--- src/rtl/gpio_pwm_pkg.sv ---
// Shared definitions for the GPIO/PWM output controller.
// Holds the word-address register map, the response data width and the
// STATUS register bit layout.
package gpio_pwm_pkg;

    localparam logic [4:0] ADDR_OUT       = 5'h00;
    localparam logic [4:0] ADDR_MODE      = 5'h01;
    localparam logic [4:0] ADDR_PRESCALE  = 5'h02;
    localparam logic [4:0] ADDR_SET       = 5'h03;
    localparam logic [4:0] ADDR_CLR       = 5'h04;
    localparam logic [4:0] ADDR_TOGGLE    = 5'h05;
    localparam logic [4:0] ADDR_STATUS    = 5'h06;
    localparam logic [4:0] ADDR_DUTY_BASE = 5'h10;

    localparam int unsigned RSP_WIDTH = 32;

    // Sticky period-boundary flag position in STATUS.
    localparam int unsigned STATUS_PERIOD_BIT = 0;

endpackage

--- src/rtl/pwm_timebase.sv ---
// Shared PWM timebase: a reloadable prescaler followed by the PWM counter.
// Ports:
//   clk, rst       system clock, asynchronous active-high reset
//   prescale       prescaler reload; the prescaler counts 0..prescale
//   clr_prescale   restart the prescaler from 0 (register write)
//   tick           one-cycle strobe when the prescaler reaches prescale
//   pwm_cnt        free-running PWM counter, advances on tick
//   period_end     tick while pwm_cnt is at its maximum
module pwm_timebase #(
    parameter int unsigned PWM_WIDTH      = 8,
    parameter int unsigned PRESCALE_WIDTH = 16
) (
    input  logic                      clk,
    input  logic                      rst,
    input  logic [PRESCALE_WIDTH-1:0] prescale,
    input  logic                      clr_prescale,
    output logic                      tick,
    output logic [PWM_WIDTH-1:0]      pwm_cnt,
    output logic                      period_end
);

    logic [PRESCALE_WIDTH-1:0] pre_cnt_q, pre_cnt_d;
    logic [PWM_WIDTH-1:0]      pwm_cnt_q, pwm_cnt_d;

    always_comb begin
        tick       = (pre_cnt_q == prescale);
        period_end = tick && (pwm_cnt_q == {PWM_WIDTH{1'b1}});
        pre_cnt_d  = (tick || clr_prescale) ? '0 : pre_cnt_q + 1'b1;
        // Natural wrap from all-ones back to zero.
        pwm_cnt_d  = tick ? pwm_cnt_q + 1'b1 : pwm_cnt_q;
    end

    always_ff @(posedge clk or posedge rst) begin
        if (rst) begin
            pre_cnt_q <= '0;
            pwm_cnt_q <= '0;
        end else begin
            pre_cnt_q <= pre_cnt_d;
            pwm_cnt_q <= pwm_cnt_d;
        end
    end

    assign pwm_cnt = pwm_cnt_q;

endmodule

--- src/rtl/gpio_pwm_ctrl.sv ---
// Register-mapped GPIO output controller with per-pin static level or PWM.
// Ports:
//   clk, rst                       system clock, asynchronous active-high reset
//   req_valid/req_ready            request handshake
//   req_we, req_addr, req_wdata    request: write enable, word address, data
//   rsp_valid/rsp_ready            response handshake (one response per request)
//   rsp_rdata                      read data, 0 for write acknowledges
//   gpio_out                       registered pin drive
module gpio_pwm_ctrl
    import gpio_pwm_pkg::*;
#(
    parameter int unsigned NUM_PINS       = 8,
    parameter int unsigned PWM_WIDTH      = 8,
    parameter int unsigned PRESCALE_WIDTH = 16
) (
    input  logic                 clk,
    input  logic                 rst,
    input  logic                 req_valid,
    output logic                 req_ready,
    input  logic                 req_we,
    input  logic [4:0]           req_addr,
    input  logic [31:0]          req_wdata,
    output logic                 rsp_valid,
    input  logic                 rsp_ready,
    output logic [RSP_WIDTH-1:0] rsp_rdata,
    output logic [NUM_PINS-1:0]  gpio_out
);

    logic                      accept, wr_en, rd_en;
    logic [NUM_PINS-1:0]       out_q, out_d, mode_q, mode_d, gpio_q, gpio_d;
    logic [PRESCALE_WIDTH-1:0] prescale_q, prescale_d;
    logic                      clr_prescale;
    logic                      status_q, status_d;
    logic                      rsp_valid_q, rsp_valid_d;
    logic [RSP_WIDTH-1:0]      rsp_rdata_q, rsp_rdata_d, rd_data;
    logic [PWM_WIDTH-1:0]      duty_shadow_q [NUM_PINS];
    logic [PWM_WIDTH-1:0]      duty_active_q [NUM_PINS];
    logic                      tick, period_end;
    logic [PWM_WIDTH-1:0]      pwm_cnt;
    logic                      unused_sig;

    // Upper write-data bits are ignored by design; tick is folded into period_end.
    assign unused_sig = ^{tick, req_wdata};

    pwm_timebase #(
        .PWM_WIDTH      (PWM_WIDTH),
        .PRESCALE_WIDTH (PRESCALE_WIDTH)
    ) u_timebase (
        .clk          (clk),
        .rst          (rst),
        .prescale     (prescale_q),
        .clr_prescale (clr_prescale),
        .tick         (tick),
        .pwm_cnt      (pwm_cnt),
        .period_end   (period_end)
    );

    always_comb begin
        req_ready = !rsp_valid_q || rsp_ready;
        accept    = req_valid && req_ready;
        wr_en     = accept && req_we;
        rd_en     = accept && !req_we;
    end

    // Register writes.
    always_comb begin
        out_d        = out_q;
        mode_d       = mode_q;
        prescale_d   = prescale_q;
        clr_prescale = 1'b0;
        if (wr_en) begin
            case (req_addr)
                ADDR_OUT:      out_d  = req_wdata[NUM_PINS-1:0];
                ADDR_MODE:     mode_d = req_wdata[NUM_PINS-1:0];
                ADDR_PRESCALE: begin
                    prescale_d   = req_wdata[PRESCALE_WIDTH-1:0];
                    clr_prescale = 1'b1;
                end
                ADDR_SET:      out_d = out_q | req_wdata[NUM_PINS-1:0];
                ADDR_CLR:      out_d = out_q & ~req_wdata[NUM_PINS-1:0];
                ADDR_TOGGLE:   out_d = out_q ^ req_wdata[NUM_PINS-1:0];
                default:       ;
            endcase
        end
    end

    // A boundary in the same cycle as a STATUS read wins, so the flag stays set.
    always_comb begin
        status_d = status_q;
        if (rd_en && (req_addr == ADDR_STATUS)) status_d = 1'b0;
        if (period_end) status_d = 1'b1;
    end

    // Read mux; unmapped addresses and write-only registers read 0.
    always_comb begin
        rd_data = '0;
        case (req_addr)
            ADDR_OUT:      rd_data[NUM_PINS-1:0]       = out_q;
            ADDR_MODE:     rd_data[NUM_PINS-1:0]       = mode_q;
            ADDR_PRESCALE: rd_data[PRESCALE_WIDTH-1:0] = prescale_q;
            ADDR_STATUS:   rd_data[STATUS_PERIOD_BIT]  = status_q || period_end;
            default:       ;
        endcase
        for (int i = 0; i < NUM_PINS; i++) begin
            if (req_addr == ADDR_DUTY_BASE + 5'(i)) rd_data[PWM_WIDTH-1:0] = duty_shadow_q[i];
        end
    end

    always_comb begin
        rsp_valid_d = rsp_valid_q;
        rsp_rdata_d = rsp_rdata_q;
        if (accept) begin
            rsp_valid_d = 1'b1;
            rsp_rdata_d = req_we ? '0 : rd_data;
        end else if (rsp_ready) begin
            rsp_valid_d = 1'b0;
        end
    end

    for (genvar i = 0; i < NUM_PINS; i++) begin : g_pin
        logic                 duty_wr;
        logic [PWM_WIDTH-1:0] shadow_d;

        assign duty_wr  = wr_en && (req_addr == ADDR_DUTY_BASE + 5'(i));
        // Feeding shadow_d to the active register gives write-through at a boundary.
        assign shadow_d = duty_wr ? req_wdata[PWM_WIDTH-1:0] : duty_shadow_q[i];
        assign gpio_d[i] = mode_q[i] ? (pwm_cnt < duty_active_q[i]) : out_q[i];

        always_ff @(posedge clk or posedge rst) begin
            if (rst) begin
                duty_shadow_q[i] <= '0;
                duty_active_q[i] <= '0;
            end else begin
                duty_shadow_q[i] <= shadow_d;
                if (period_end) duty_active_q[i] <= shadow_d;
            end
        end
    end

    always_ff @(posedge clk or posedge rst) begin
        if (rst) begin
            out_q       <= '0;
            mode_q      <= '0;
            prescale_q  <= '0;
            status_q    <= 1'b0;
            rsp_valid_q <= 1'b0;
            rsp_rdata_q <= '0;
            gpio_q      <= '0;
        end else begin
            out_q       <= out_d;
            mode_q      <= mode_d;
            prescale_q  <= prescale_d;
            status_q    <= status_d;
            rsp_valid_q <= rsp_valid_d;
            rsp_rdata_q <= rsp_rdata_d;
            gpio_q      <= gpio_d;
        end
    end

    assign rsp_valid = rsp_valid_q;
    assign rsp_rdata = rsp_rdata_q;
    assign gpio_out  = gpio_q;

endmodule

--- config.mk ---
export PLATFORM = sky130hd
export DESIGN_NAME = gpio_pwm_ctrl
export DESIGN_NICKNAME = d
export VERILOG_FILES = /design/src/rtl/gpio_pwm_pkg.sv /design/src/rtl/pwm_timebase.sv /design/src/rtl/gpio_pwm_ctrl.sv
export SDC_FILE = /design/constraint.sdc
export NUM_CORES = 1
export LEC_CHECK = 0
export ABC_CLOCK_PERIOD_IN_PS = 11430
export CORE_ASPECT_RATIO = 1.4
export CORE_UTILIZATION = 40
export DETAILED_ROUTE_END_ITERATION = 10
export GPL_TIMING_DRIVEN = 1
export PLACE_DENSITY_LB_ADDON = 0.12
export SLEW_MARGIN = 10
export SYNTH_ARGS = -nofsm -noshare
export SYNTH_HDL_FRONTEND = slang
export SYNTH_HIERARCHICAL = 1
export SYNTH_SLANG_ARGS = --single-unit
--- constraint.sdc ---
create_clock -name clk -period 11.43 [get_ports clk]
set_input_delay 2.286 -clock clk [delete_from_list [all_inputs] [get_ports clk]]
set_output_delay 2.286 -clock clk [all_outputs]
set_load 0.02 [all_outputs]
==> impl_metrics.toml, run 1 <==
[status]
status = "finished, final reports clean"

[worst_setup_path]
reg2reg_from = "prescale_q[14]$_DFFE_PP0P_"
path_cells = "clkdlybuf4s50_1 -> nand2b_1 -> clkdlybuf4s50_1"
crit_path_top_delay_cell = "clkdlybuf4s50_1"
critical_path_required_ns = 9.14
critPathLaunchType = "input port"
endpoint_kind = "output port"
r2r_cells = 8
crit_type = "in2out"
max_stage_delay_ns = 0.67
cp-startpoint = "rsp_ready"
crit_top_cell = "clkdlybuf4s50_1"
arrival_ns = 3.69
crit_fanout = 5

[global_route]
grt_antenna_before_repair = 0
top_usage_layer = "met2"
met1_usage_pct = 28.78
grt_pass1_vias = 8011
grt_use_met3_pct = 3.273
grt_max_degree = 113
grt_use_met2_pct = 39.23
grt_pass1_wl_um = 49950
overflow = 0
grtUsageTotal_pct = 22.75

[power]
leakagePower_nw = 5.917
p_per_area_nw_per_um2 = 155.5
peakVddDrop_mv = 0.08987

[die]
die_h_um = 202.3
io_pins = 84
die-area_um2 = 29340
core-area_um2 = 28310
row_count = 73
start_util_pct = 40.48
die_w_um = 145.1

[sta]
drv_slew = 0
tightest_slew_ns = 1.165
rsz0062_at_grt = "no"
final.min_clock_period_ns = 5.975
max_slew_margin_pct = 21.70
max_freq_mhz = 167.4
setup_violations = 0
clock_skew_ns = 0.01460
finalCritPeriodShare_pct = 52.27
finalSetupTns_ns = 0
hold_viol = 0

[clocking]
cts_setup_buffers = 0
cts_buffers = 23
cts-htree-levels = 1
clk_transition_reported_paths_ns = 0.06
cts.root.buffer_cell = "clkbuf_16"
cts.repair.resized = 0
hold_buffers = 0
clockBufferDepth = 3
cts_tree = "yes"
clock-sinks = 210
insertion_delay_ns = 0.52

[final_layout]
antenna_cells = 0
drive_above_1_share_pct = 21.04
syn_to_final_growth_pct = 13.53
layout.nets = 1183
stdcell_count = 1454

[placement]
gp_congestion = 0.8497
place_hpwl_um = 22250
place_inst = 1417
io_buffer_count = 51

[synthesis]
syn_area_per_cell_um2 = 11.26
async_reset_ff_share_pct = 100.0
syn_area_um2 = 11460
synth_edf_count = 0
seq_area_frac_synth_pct = 45.85
synth_cell_types = 75
synth-seq-cells = 210
ys_warn_count = 6
synth-main-ff-cell = "dfrtp_1"
synth_cells = 1018

[detailed_routing]
wl_um = 32430
vias = 7838
wl_per_cell_um = 22.30
via_per_inst = 5.391
remaining_drc_errors = 0
drt_iter0_markers = 507
drtAntennaViolNets = 0
drt-pass1-iter-count = 7

[job]
maxCapViolCount = 0

[worst_hold_path]
hold_class = "reg2reg"
hold_path_depth = 1
hp-start = "rsp_rdata[15]$_DFFE_PP0P_"
[cell usage after synthesis, types with 5 or more instances]
master    instances  area, um^2
o311a_1           5       50.05
a21o_1           17       127.6
nand3_1           8       40.04
nand2_1          32       120.1
a311o_1           5       50.05
o21a_1           16       120.1
o211ai_1         14       105.1
o22ai_1           6       37.54
dfrtp_1         210        5255
a221oi_1          7       61.31
clkbuf_1         27       101.4
nand2b_1         19       118.9
ha_1             74       925.9
a211o_1           7       61.31
nor2_2            5       31.28
buf_4            17       127.6
xnor2_1          28       245.2
o21ai_1          13       65.06
mux2i_1          10       100.1
buf_2            11       55.05
nor2_1           43       161.4
mux2_2          142        1599
a21boi_0          5       37.54
o21ai_0          50       250.2
inv_1           101       379.1
xor2_1            9       78.83
a22o_1            8       70.07
nor3_1           16       80.08
nand4_1          15       93.84
mux2_4            9       135.1
and3_1           10       62.56
a222oi_1          8       80.08
a21oi_1          11       55.05
[final timing paths]
| check | end | slack [ns] |
|---|---|---|
| min reg2reg | rsp_rdata[15]$_DFFE_PP0P_ | 0.50 |
| max reg2reg | duty_active_q[32]$_DFFE_PP0P_ | 7.97 |
| max in group asynchronous | prescale_q[7]$_DFFE_PP0P_ | 7.55 |
| min in group asynchronous | gpio_out[4]$_DFF_PP0_ | 2.39 |
| max | req_ready | 5.46 |
| min | rsp_rdata[15]$_DFFE_PP0P_ | 0.50 |
[state kept, by name, indices dropped and copies added, names as in the netlist, 8 cells and up]
signal / count
duty_active_q: 64
duty_shadow_q: 64
gpio_out: 8
mode_q: 8
out_q: 8
prescale_q: 16
rsp_rdata: 16
u_timebase/pre_cnt_q: 16
u_timebase/pwm_cnt: 8
[cells by family after synthesis]
family	after synthesis	synth area share, %
xor gates and xnor gates	37	2.828
adders and majority gates	74	8.079
buffers and inverters	163	6.419
and+or+nand+nor	181	9.138
DFF	210	45.85
muxes	161	16.00
AOI/OAI and AO/OA	191	11.65
other	1	0.03272
[critical path, delay by kind of cell]
family / cells / cell delay [ns]
buffers and inverters: 2 / 1.12
and+or+nand+nor: 1 / 0.29
[layout make-up]
cell class              count  area (um^2)
clock buffers              32        659.4
flip-flops and latches    210         5255
clock inverters             5        50.05
fillers                  2646        15300
multi-input cells         660         5534
well taps                 375        469.2
inverters                 102        390.4
repair buffers             70        653.1
[metal layers]
layer	wire length, um	vias up
li1	-	3684
met1	13790	3913
met2	16200	184
met3	1303	57
met4	1132	0
met5	0	-
[power by group]
part,leakage [nW],internal (W),switching [W]
registers,2.82,0.000817,0.000115
logic,2.74,0.000175,0.000193
clock network,0.354,0.000420,0.000303
[placed cells by master, fill, tap and decap left out, types with 17 or more instances in the layout]
master           instances
xnor2_1                 28
ha_1                    74
clkbuf_16               23
dfrtp_1                210
mux2_2                 142
nand2_1                 32
o21ai_0                 50
inv_1                  100
nand2b_1                19
a21o_1                  17
buf_4                   19
clkdlybuf4s50_1         51
nor2_1                  42
[stage by stage]
stage / power [W] / setup slack, ns / area [um^2] / hold slack [ns] / util [%]
detailed placement: 0.001316 / 5.471 / 12300 / 0.4913 / 43.45
global placement: 0.001309 / 5.480 / 12300 / 0.4870 / 43.45
floorplan: 0.001159 / 4.087 / 11520 / 0.4689 / -
global route: 0.002126 / 5.393 / 13010 / 0.5173 / 45.95
finish: 0.002023 / 5.455 / 13010 / 0.5018 / 45.95
CTS: 0.002044 / 5.462 / 13010 / 0.5084 / 45.95
Note: power is estimated with default switching activity, not from simulation.
==> run 2, diff against run 1 <==
--- a/config.mk
+++ b/config.mk
@@ -5,7 +5,7 @@
 export SDC_FILE = /design/constraint.sdc
 export NUM_CORES = 1
 export LEC_CHECK = 0
-export ABC_CLOCK_PERIOD_IN_PS = 11430
+export ABC_CLOCK_PERIOD_IN_PS = 5300
 export CORE_ASPECT_RATIO = 1.4
 export CORE_UTILIZATION = 40
 export DETAILED_ROUTE_END_ITERATION = 10
==> constraint.sdc (replaced) <==
create_clock -name clk -period 5.3 [get_ports clk]
set_input_delay 1.06 -clock clk [delete_from_list [all_inputs] [get_ports clk]]
set_output_delay 1.06 -clock clk [all_outputs]
set_load 0.02 [all_outputs]
==> run 2 against run 1 <==
Effect of this change:
- register-to-register slack lost 6.1 ns
- largest cell class unchanged
- clock skew grew 0.0059 ns
- sequential share of layout area shrank 0.27 points
- total power grew 120%
- die area is the same
- largest power group unchanged
- critical path depth is the same
- first-iteration DRC count shrank 23%
- global-route usage shrank 0.38 points
- hold slack is essentially flat
- critical path type unchanged
==> impl_metrics.toml, run 2 (synthesis gave the netlist of run 1 again) <==
[die]
die_w_um = 145.1
core-area_um2 = 28310
die_h_um = 202.3
io_pins = 84
die-area_um2 = 29340
start_util_pct = 40.48
row_count = 73

[detailed_routing]
remaining_drc_errors = 0
drt_iter0_markers = 391
drt-pass1-iter-count = 5
via_per_inst = 5.329
vias = 7775
wl_um = 31820
drtAntennaViolNets = 0
wl_per_cell_um = 21.81

[worst_setup_path]
r2r_slack_ns = 1.90
arrival_ns = 2.46
endpoint_kind = "output port"
critical_path_required_ns = 4.24
crit_fanout = 5
reg2reg_from = "prescale_q[14]$_DFFE_PP0P_"
path_cells = "clkdlybuf4s50_1 -> nand2b_1 -> clkdlybuf4s50_1"
r2r_cells = 11
crit_top_cell = "clkdlybuf4s50_1"
critPathLaunchType = "input port"
crit_type = "in2out"
max_stage_delay_ns = 0.67
crit_path_top_delay_cell = "clkdlybuf4s50_1"
r2r_end = "rsp_rdata[0]$_DFFE_PP0P_"

[worst_hold_path]
hp-start = "rsp_rdata[10]$_DFFE_PP0P_"
hold_class = "reg2reg"
hold_path_depth = 1
min_to = "rsp_rdata[10]$_DFFE_PP0P_"

[placement]
placed_cell_area_um2 = 12330
place_ws_ns = 1.323
place_hpwl_um = 22660
io_buffer_count = 51
gp_congestion = 0.8441

[power]
leakagePower_nw = 5.947
peakVddDrop_mv = 0.1934
p_per_area_nw_per_um2 = 340.1
p_total_w = 0.004455

[global_route]
overflow = 0
grt_pass1_wl_um = 49220
grt_pass1_vias = 8108
grt_max_degree = 117
grt_antenna_before_repair = 0
grtUsageTotal_pct = 22.37

[sta]
finalSetupTns_ns = 0
hold_viol = 0
finalCritPeriodShare_pct = 66.33
final.min_clock_period_ns = 3.515
rsz0062_at_grt = "no"
worst_slack_ns = 1.785
tightest_slew_ns = 1.183
setup_violations = 0
max_slew_margin_pct = 20.52
clock_skew_ns = 0.02052
max_freq_mhz = 284.5
drv_slew = 0

[clocking]
clock-sinks = 210
clk_transition_reported_paths_ns = 0.06
insertion_delay_ns = 0.53
cts.repair.resized = 0
cts-htree-levels = 1
hold_buffers = 0
cts_setup_buffers = 0
cts.root.buffer_cell = "clkbuf_16"
cts_buffers = 23
cts_tree = "yes"
clockBufferDepth = 3

[final_layout]
fin_area_um2 = 13100
syn_to_final_growth_pct = 14.30
drive_above_1_share_pct = 21.40
antenna_cells = 0
layout.nets = 1185
layout_commonest_cell = "dfrtp_1"
finish.utilization_pct = 46.27
reg.largest.list = "duty_active_q (64), duty_shadow_q (64)"
final_cell_mix = "210 x dfrtp_1, 142 x mux2_2, 100 x inv_1, 74 x ha_1, 51 x clkdlybuf4s50_1"

[status]
status = "finished, final reports clean"

[job]
maxCapViolCount = 0
run 2: layout make-up:
class                           count  area, um^2
Timing Repair Buffer               72       680.7
Fill cell                        2675       15210
Tap cell                          375       469.2
Inverter                          102       386.6
Clock inverter                     10       142.6
Sequential cell                   210        5255
Multi-Input combinational cell    660        5534
Clock buffer                       30       631.9
run 2: metrics by stage:
stage	instances	hold slack (ns)
after floorplan	1033	0.4689
after global placement	1419	0.4866
after detailed placement	1419	0.4923
after CTS	1459	0.5085
after global routing	1459	0.5171
final	1459	0.5014
run 2: worst max path at each step:
stage               depth (start not counted)                            to                               start  slack (ns)
floorplan                                   1  duty_active_q[0]$_DFFE_PP0P_                                 rst        1.85
global placement                            5     rsp_rdata[11]$_DFFE_PP0P_                         req_addr[0]        1.36
detailed placement                          5     rsp_rdata[15]$_DFFE_PP0P_                         req_addr[0]        1.32
CTS                                         3                     req_ready                           rsp_ready        1.78
global route                               11      rsp_rdata[0]$_DFFE_PP0P_  u_timebase/pre_cnt_q[14]$_DFF_PP0_        1.68
finish                                      3                     req_ready                           rsp_ready        1.78
run 2: per-layer routing:
metal / share of wire (%) / GRT usage, % / up-vias
li1: - / - / 3683
met1: 41 / 27.29 / 3830
met2: 50 / 39.20 / 195
met3: 4.5 / 3.160 / 67
met4: 4.2 / 9.850 / 0
met5: 0 / 0 / -
run 2: critical path, delay by kind of cell:
kind / cells / cell delay (ns)
and+or+nand+nor: 1 / 0.28
buffers and inverters: 2 / 1.11
run 2: report_power, final:
| part | internal (W) | switching (W) | leakage (nW) |
|---|---|---|---|
| Sequential | 0.00176 | 0.000245 | 2.82 |
| Clock | 0.000991 | 0.000669 | 0.377 |
| Combinational | 0.000379 | 0.000410 | 2.75 |
